### src/rtl/narnet_stream_feeder.sv
`default_nettype none
// ============================================================================
// Module   : narnet_stream_feeder
// Desc     : FIFO-buffered sample sequencer in front of the NAR-Net core, with
//            per-sample timeout supervision and a valid/ready result stream.
// Revision : 1.0 - initial release
// ============================================================================
module narnet_stream_feeder #(
  parameter int N       = 8,
  parameter int Q       = 7,
  parameter int AW      = 4,
  parameter int TIMEOUT = 64
) (
  input  logic          clk,
  input  logic          rst,
  input  logic          enable,
  input  logic [N-1:0]  s_data,
  input  logic          s_valid,
  output logic          s_ready,
  output logic [N-1:0]  x_in,
  output logic          x_ready,
  input  logic [N-1:0]  nn_y,
  input  logic          nn_out_ready,
  output logic [N-1:0]  m_data,
  output logic          m_valid,
  input  logic          m_ready,
  output logic [15:0]   sample_cnt,
  output logic [AW:0]   fifo_level,
  output logic          timeout_err,
  input  logic          clr_err
);

  localparam int        c_DEPTH = 2 ** AW;
  localparam int        c_TW    = $clog2(TIMEOUT);
  localparam logic [AW:0]     c_FULL = (AW+1)'(c_DEPTH);
  localparam logic [c_TW-1:0] c_TMAX = c_TW'(TIMEOUT - 1);

  // Q only documents the data format; the checks catch nonsensical builds.
  if (Q >= N) begin : g_bad_q
    $error("narnet_stream_feeder: Q must be smaller than N");
  end
  if (TIMEOUT < 2) begin : g_bad_timeout
    $error("narnet_stream_feeder: TIMEOUT must be at least 2");
  end

  typedef enum logic [1:0] {
    ST_IDLE  = 2'd0,
    ST_ISSUE = 2'd1,
    ST_WAIT  = 2'd2
  } state_t;

  state_t            r_state;
  state_t            w_state_nxt;
  logic [N-1:0]      r_mem [c_DEPTH];
  logic [AW-1:0]     r_wr_ptr;
  logic [AW-1:0]     r_rd_ptr;
  logic [AW:0]       r_count;
  logic [AW:0]       w_count_nxt;
  logic              r_s_ready;
  logic [N-1:0]      r_x_in;
  logic [N-1:0]      r_m_data;
  logic              r_m_valid;
  logic [15:0]       r_sample_cnt;
  logic              r_timeout_err;
  logic [c_TW-1:0]   r_timer;
  logic              w_push;
  logic              w_pop;
  logic              w_capture;
  logic              w_expire;

  assign w_push = s_valid && r_s_ready;

  // ---------------------------------------------------------------- FSM
  always_ff @(posedge clk or negedge rst) begin
    if (!rst) begin
      r_state <= ST_IDLE;
    end else begin
      r_state <= w_state_nxt;
    end
  end

  always_comb begin
    w_state_nxt = r_state;
    w_pop       = 1'b0;
    w_capture   = 1'b0;
    w_expire    = 1'b0;
    case (r_state)
      ST_IDLE: begin
        // Only start when the core is quiet and the result slot can take a new value.
        if (enable && (r_count != '0) && !nn_out_ready && (!r_m_valid || m_ready)) begin
          w_pop       = 1'b1;
          w_state_nxt = ST_ISSUE;
        end
      end
      ST_ISSUE: begin
        w_state_nxt = ST_WAIT;
      end
      ST_WAIT: begin
        if (nn_out_ready) begin
          w_capture   = 1'b1;
          w_state_nxt = ST_IDLE;
        end else if (r_timer == c_TMAX) begin
          w_expire    = 1'b1;
          w_state_nxt = ST_IDLE;
        end
      end
      default: begin
        w_state_nxt = ST_IDLE;
      end
    endcase
  end

  // ---------------------------------------------------------------- FIFO
  always_comb begin
    w_count_nxt = r_count;
    case ({w_push, w_pop})
      2'b10:   w_count_nxt = r_count + (AW+1)'(1);
      2'b01:   w_count_nxt = r_count - (AW+1)'(1);
      default: w_count_nxt = r_count;
    endcase
  end

  always_ff @(posedge clk) begin
    if (w_push) begin
      r_mem[r_wr_ptr] <= s_data;
    end
  end

  always_ff @(posedge clk or negedge rst) begin
    if (!rst) begin
      r_wr_ptr  <= '0;
      r_rd_ptr  <= '0;
      r_count   <= '0;
      r_s_ready <= 1'b1;
      r_x_in    <= '0;
    end else begin
      if (w_push) begin
        r_wr_ptr <= r_wr_ptr + AW'(1);
      end
      if (w_pop) begin
        r_rd_ptr <= r_rd_ptr + AW'(1);
        r_x_in   <= r_mem[r_rd_ptr];
      end
      r_count   <= w_count_nxt;
      r_s_ready <= (w_count_nxt != c_FULL);
    end
  end

  // ---------------------------------------------------------------- result / supervision
  always_ff @(posedge clk or negedge rst) begin
    if (!rst) begin
      r_timer       <= '0;
      r_m_data      <= '0;
      r_m_valid     <= 1'b0;
      r_sample_cnt  <= '0;
      r_timeout_err <= 1'b0;
    end else begin
      r_timer <= (r_state == ST_WAIT) ? r_timer + c_TW'(1) : '0;
      if (w_capture) begin
        r_m_data     <= nn_y;
        r_sample_cnt <= r_sample_cnt + 16'd1;
      end
      if (w_capture) begin
        r_m_valid <= 1'b1;
      end else if (m_ready) begin
        r_m_valid <= 1'b0;
      end
      // A fresh expiry overrides a simultaneous clear.
      if (w_expire) begin
        r_timeout_err <= 1'b1;
      end else if (clr_err) begin
        r_timeout_err <= 1'b0;
      end
    end
  end

  assign s_ready     = r_s_ready;
  assign fifo_level  = r_count;
  assign x_in        = r_x_in;
  assign x_ready     = (r_state == ST_ISSUE);
  assign m_data      = r_m_data;
  assign m_valid     = r_m_valid;
  assign sample_cnt  = r_sample_cnt;
  assign timeout_err = r_timeout_err;

endmodule
`default_nettype wire

### config.mk
export PLATFORM = sky130hd
export DESIGN_NAME = narnet_stream_feeder
export DESIGN_NICKNAME = d
export VERILOG_FILES = /design/src/rtl/narnet_stream_feeder.sv
export SDC_FILE = /design/constraint.sdc
export NUM_CORES = 1
export LEC_CHECK = 0
export CORE_MARGIN = 2
export CORE_UTILIZATION = 25
export CTS_CLUSTER_SIZE = 12
export DETAILED_ROUTE_END_ITERATION = 8
export PLACE_DENSITY_LB_ADDON = 0.15
export SLEW_MARGIN = 20
export SYNTH_ARGS = -nofsm -noshare
export SYNTH_HDL_FRONTEND = slang
export SYNTH_SLANG_ARGS = --single-unit
### constraint.sdc
create_clock -name clk -period 4 [get_ports clk]
set_input_delay 1 -clock clk [delete_from_list [all_inputs] [get_ports clk]]
set_output_delay 1 -clock clk [all_outputs]
set_load 0.005 [all_outputs]
==> reports/summary.md <==
The run finished with clean final reports. Counting distinct cell types in the post-synthesis netlist gives 42. The analysis attributes to net switching a power of 1830 uW.

In this run the register-to-register setup slack is 1160 ps. The category of cells accounting for the largest share of critical-path delay is simple AND/OR/NAND/NOR gates. The first routing iteration left 224 violations.

The number of cell rows was 63. The critical path goes through clkdlybuf4s50_1 > nor4b_2 > o211ai_4 > nor2_1 > xor2_1 > ha_1 > nand3_1 > mux2_2 > a211oi_2 > a21oi_1 > xnor2_1 > nand4bb_1. The run gives 0.252 as the starting density of the core. The logs give 0 for the initial antenna violation count and 0 for the cts-stage hold buffer count.

The stage delay of the slowest cell on the critical path is 490 ps. The run gives 0 as the number of endpoints with negative hold slack in the final report. Across the VDD grid, the largest voltage drop is 284 uV. For this run, the number of Yosys warnings is 0. The number of antenna diodes in the final layout is 0.

The total clock buffers created by CTS was 17; the number of synthesized flops with an enable pin was 128. The synthesized netlist cell count was 444; the worst reg-to-reg path cell count was 11. The tools report the launch instance of the worst register-to-register path as fifo_level[1]$_DFF_PN0_.

The flip-flop and latch count after synthesis was 184. Most repeated cell in the gate-level netlist after synthesis: sky130_fd_sc_hd__edfxtp_1. Slew at the pin closest to its max-slew limit: 964 ps.

Setup total negative slack on the finished layout was measured at 0 ps. The number of sinks on the clock net came out at 184. TritonCTS built the clock tree.

The tools report the fraction of power consumed by sequential logic as 0.453. After detailed routing, the number of vias per cell comes to 4.25. The detailed placement HPWL was 10800 um. The path class of the tightest hold or removal check is reg2reg.

In the final routed layout, each cell accounts on average for 16.6 um. For this design the static power due to leakage is 0.00327 uW. sky130_fd_sc_hd__edfxtp_1 takes more of the synthesized area than any other cell. Sorting the synthesized cells by area gives the leading types as sky130_fd_sc_hd__edfxtp_1 52%, sky130_fd_sc_hd__dfrtp_1 19%, sky130_fd_sc_hd__mux4_2 12%, sky130_fd_sc_hd__nand2_1 3.5%, sky130_fd_sc_hd__xnor2_1 2.7%.

The worst hold slack was 484 ps. The critical path required time is 4340 ps. The run gives 556 as the final-stage net count. Clock latency on the worst-skew pair, taken at its later pin, is 430 ps. Critical path buffer and inverter count: 1. The tools report the root buffer cell as sky130_fd_sc_hd__clkbuf_16.

The number of I/O port buffers came out at 63. For the final setup skew, the log shows 12.3 ps. The proportion of synthesized chip area in sequential cells is 0.708. The max-slew violation total from the final report is 0. Of all nets on the critical path, the largest fanout is 5. Leaving out filler cells and counting taps, the final layout contains 927. For the logic gate share of total power, the log shows 0.260.

The maximum number of pins on one net before global-route repair is 36. The commonest cells after synthesis are 128 x sky130_fd_sc_hd__edfxtp_1, 69 x sky130_fd_sc_hd__nand2_1, 55 x sky130_fd_sc_hd__dfrtp_1. Clock power share: 0.287. The first global-routing pass estimated 24400 um of wire. The tools report the terminus of the critical flop-to-flop path as s_ready$_DFF_PN1_. The portion of the clock cycle consumed by the worst path in the final layout was 0.846; the mean area per synthesized cell was 16.7 um2. The detailed router placed 3940 vias in this run. The worst hold path depth is 2, and the proportion of total power due to net switching is 0.303. In this run the horizontal extent of the chip is 176 um. The hold-critical path endpoint was m_data[2]$_DFFE_PN0P_. Setup violations remaining at the end of the flow were counted as 0. The count of nets left with antenna violations once routing finished came out at 0.

Setup repair after global routing left no endpoint under its margin. The slowest stage of the critical path is the sky130_fd_sc_hd__clkdlybuf4s50_1 cell. The run gives 0.357 as the max-slew headroom at the worst pin.

Among all flip-flop cells after synthesis, the most frequent one is sky130_fd_sc_hd__edfxtp_1. At the worst endpoint, the arrival time is 3730 ps. For the number of setup buffers added after CTS, the log shows 0. The run gives 0.0294 mm2 as the core region area. The number of instances in the placed design came out at 895. Dividing total power by cell area gives a power density of 658 mW/mm2. The clock input transition at the sequential cells of the worst setup and hold paths works out to 70 ps.

The global route total overflow is 0, and the proportion of register bits with asynchronous set or reset after synthesis is 0.304. During I/O placement, the number of pins put on the boundary was 64. The worst setup path is captured at a register. Layout-stage area growth over the synthesis result: 24.1%.

The internal portion of the total power is 4210 uW. The portion of synthesized cell area occupied by the leading cell type was 0.519; the number of global-route vias before repair was 4157. The tools report the total detailed-routing wirelength as 15400 um. For the number of instances resized during post-cts repair, the log shows 0. In this run the most critical hold path is launched from m_data[2]$_DFFE_PN0P_. For the number of design rule violations left after detail routing, the log shows 0. The congestion estimate from routability-driven global placement came to 0.732. In this run the cell area of the synthesized design comes to 0.00741 mm2.

The logs give 0.0310 mm2 for the floorplan die area and 4 for the total iterations of the first detailed-routing run. The proportion of layout cells with a drive suffix above 1 is 0.190. The longest clock path from root to sink contains 2 buffers. The H-tree generated during clock tree synthesis spans 4 levels. The final period demand of the worst path works out to 3390 ps. The worst setup path is of the in2reg kind. Across the run, the number of max-cap violations was 0. The tools report the nature of the critical path startpoint as an input port.

When the netlist entered floorplanning its net count stood at 476. For this run, the top clock speed supported by timing is 0.295 GHz. In this run the vertical extent of the chip is 176 um. The run gives 0.104 as the overall fraction of global-route tracks in use.
## layer usage
| layer | GRT usage | vias up | wire, um |
|---|---|---|---|
| met5 | 0 | - | 0 |
| met4 | 0.0207 | 0 | 116 |
| met3 | 0.0248 | 9 | 654 |
| met2 | 0.164 | 89 | 7160 |
| met1 | 0.146 | 2025 | 7450 |
| li1 | - | 1817 | - |
## worst reg2reg max path, cell delays in order (launching register included)
cell                        delay, ps
sky130_fd_sc_hd__dfrtp_1          500
sky130_fd_sc_hd__or4_4            590
sky130_fd_sc_hd__o211ai_4         180
sky130_fd_sc_hd__nor2_1            90
sky130_fd_sc_hd__xor2_1           150
sky130_fd_sc_hd__ha_1             240
sky130_fd_sc_hd__nand3_1          130
sky130_fd_sc_hd__mux2_2           300
sky130_fd_sc_hd__a211oi_2         190
sky130_fd_sc_hd__a21oi_1           70
sky130_fd_sc_hd__xnor2_1          190
sky130_fd_sc_hd__nand4bb_1        120
## power groups by stage
stage / Sequential, uW / Combinational, uW / Clock [uW]
2_1_floorplan: 2540 / 1110 / 0
4_1_cts: 2750 / 1610 / 1790
3_5_place_dp: 2790 / 1610 / 0
6_report: 2740 / 1570 / 1730
5_1_grt: 2810 / 1730 / 1860
3_3_place_gp: 2790 / 1580 / 0
## worst max-delay path by stage
stage	from	to	slack (ps)	cells past startpoint
after floorplan	nn_out_ready	s_ready$_DFF_PN1_	830	10
after global placement	nn_out_ready	s_ready$_DFF_PN1_	320	12
after detailed placement	nn_out_ready	s_ready$_DFF_PN1_	190	12
after CTS	nn_out_ready	s_ready$_DFF_PN1_	640	12
after global routing	nn_out_ready	s_ready$_DFF_PN1_	410	12
final	nn_out_ready	s_ready$_DFF_PN1_	610	12
## final cells by class
cell class / count / area [um2]
Clock buffer: 17 / 425
Clock inverter: 15 / 185
Fill cell: 2881 / 20200
Inverter: 8 / 30.0
Multi-Input combinational cell: 232 / 2040
Sequential cell: 184 / 5250
Tap cell: 390 / 488
Timing Repair Buffer: 81 / 773
## logic make-up after synthesis
logic type               Yosys count  synth area share
AO/OA/AOI/OAI                     12            0.0137
AND/OR/NAND/NOR                  137            0.0843
adder cells (fa/ha/maj)            9            0.0152
XOR/XNOR                          30            0.0355
flip-flops                       184             0.708
multiplexers                      44             0.127
buffers and inverters             28            0.0157
## sequential cells by signal (all words and copies together), names as in the netlist
signal,cells
r_mem,128
r_rd_ptr,4
fifo_level,5
x_in,8
sample_cnt,16
r_state,2
m_data,8
r_timer,6
r_wr_ptr,4
timeout_err,1
m_valid,1
s_ready,1
## metrics by stage
| stage | worst slack, ps | power (uW) | instance area (um2) | util |
|---|---|---|---|---|
| floorplan | 830 | 3650 | 7410 | - |
| global placement | 324 | 4370 | 8580 | 0.292 |
| detailed placement | 195 | 4400 | 8580 | 0.292 |
| CTS | 635 | 6150 | 9200 | 0.313 |
| global route | 408 | 6390 | 9200 | 0.313 |
| finish | 615 | 6050 | 9200 | 0.313 |
## cell usage in the layout, fill, tap and decap left out, drive strengths merged, types with 7 or more instances in the layout
master,count
clkdlybuf4s50,62
mux4,40
nor3,8
dfrtp,55
nand3,11
buf,19
xnor2,23
edfxtp,128
xor2,7
inv,16
clkbuf,17
nand2,69
nor2,27
ha,9
Note: power is estimated with default switching activity, not from simulation.
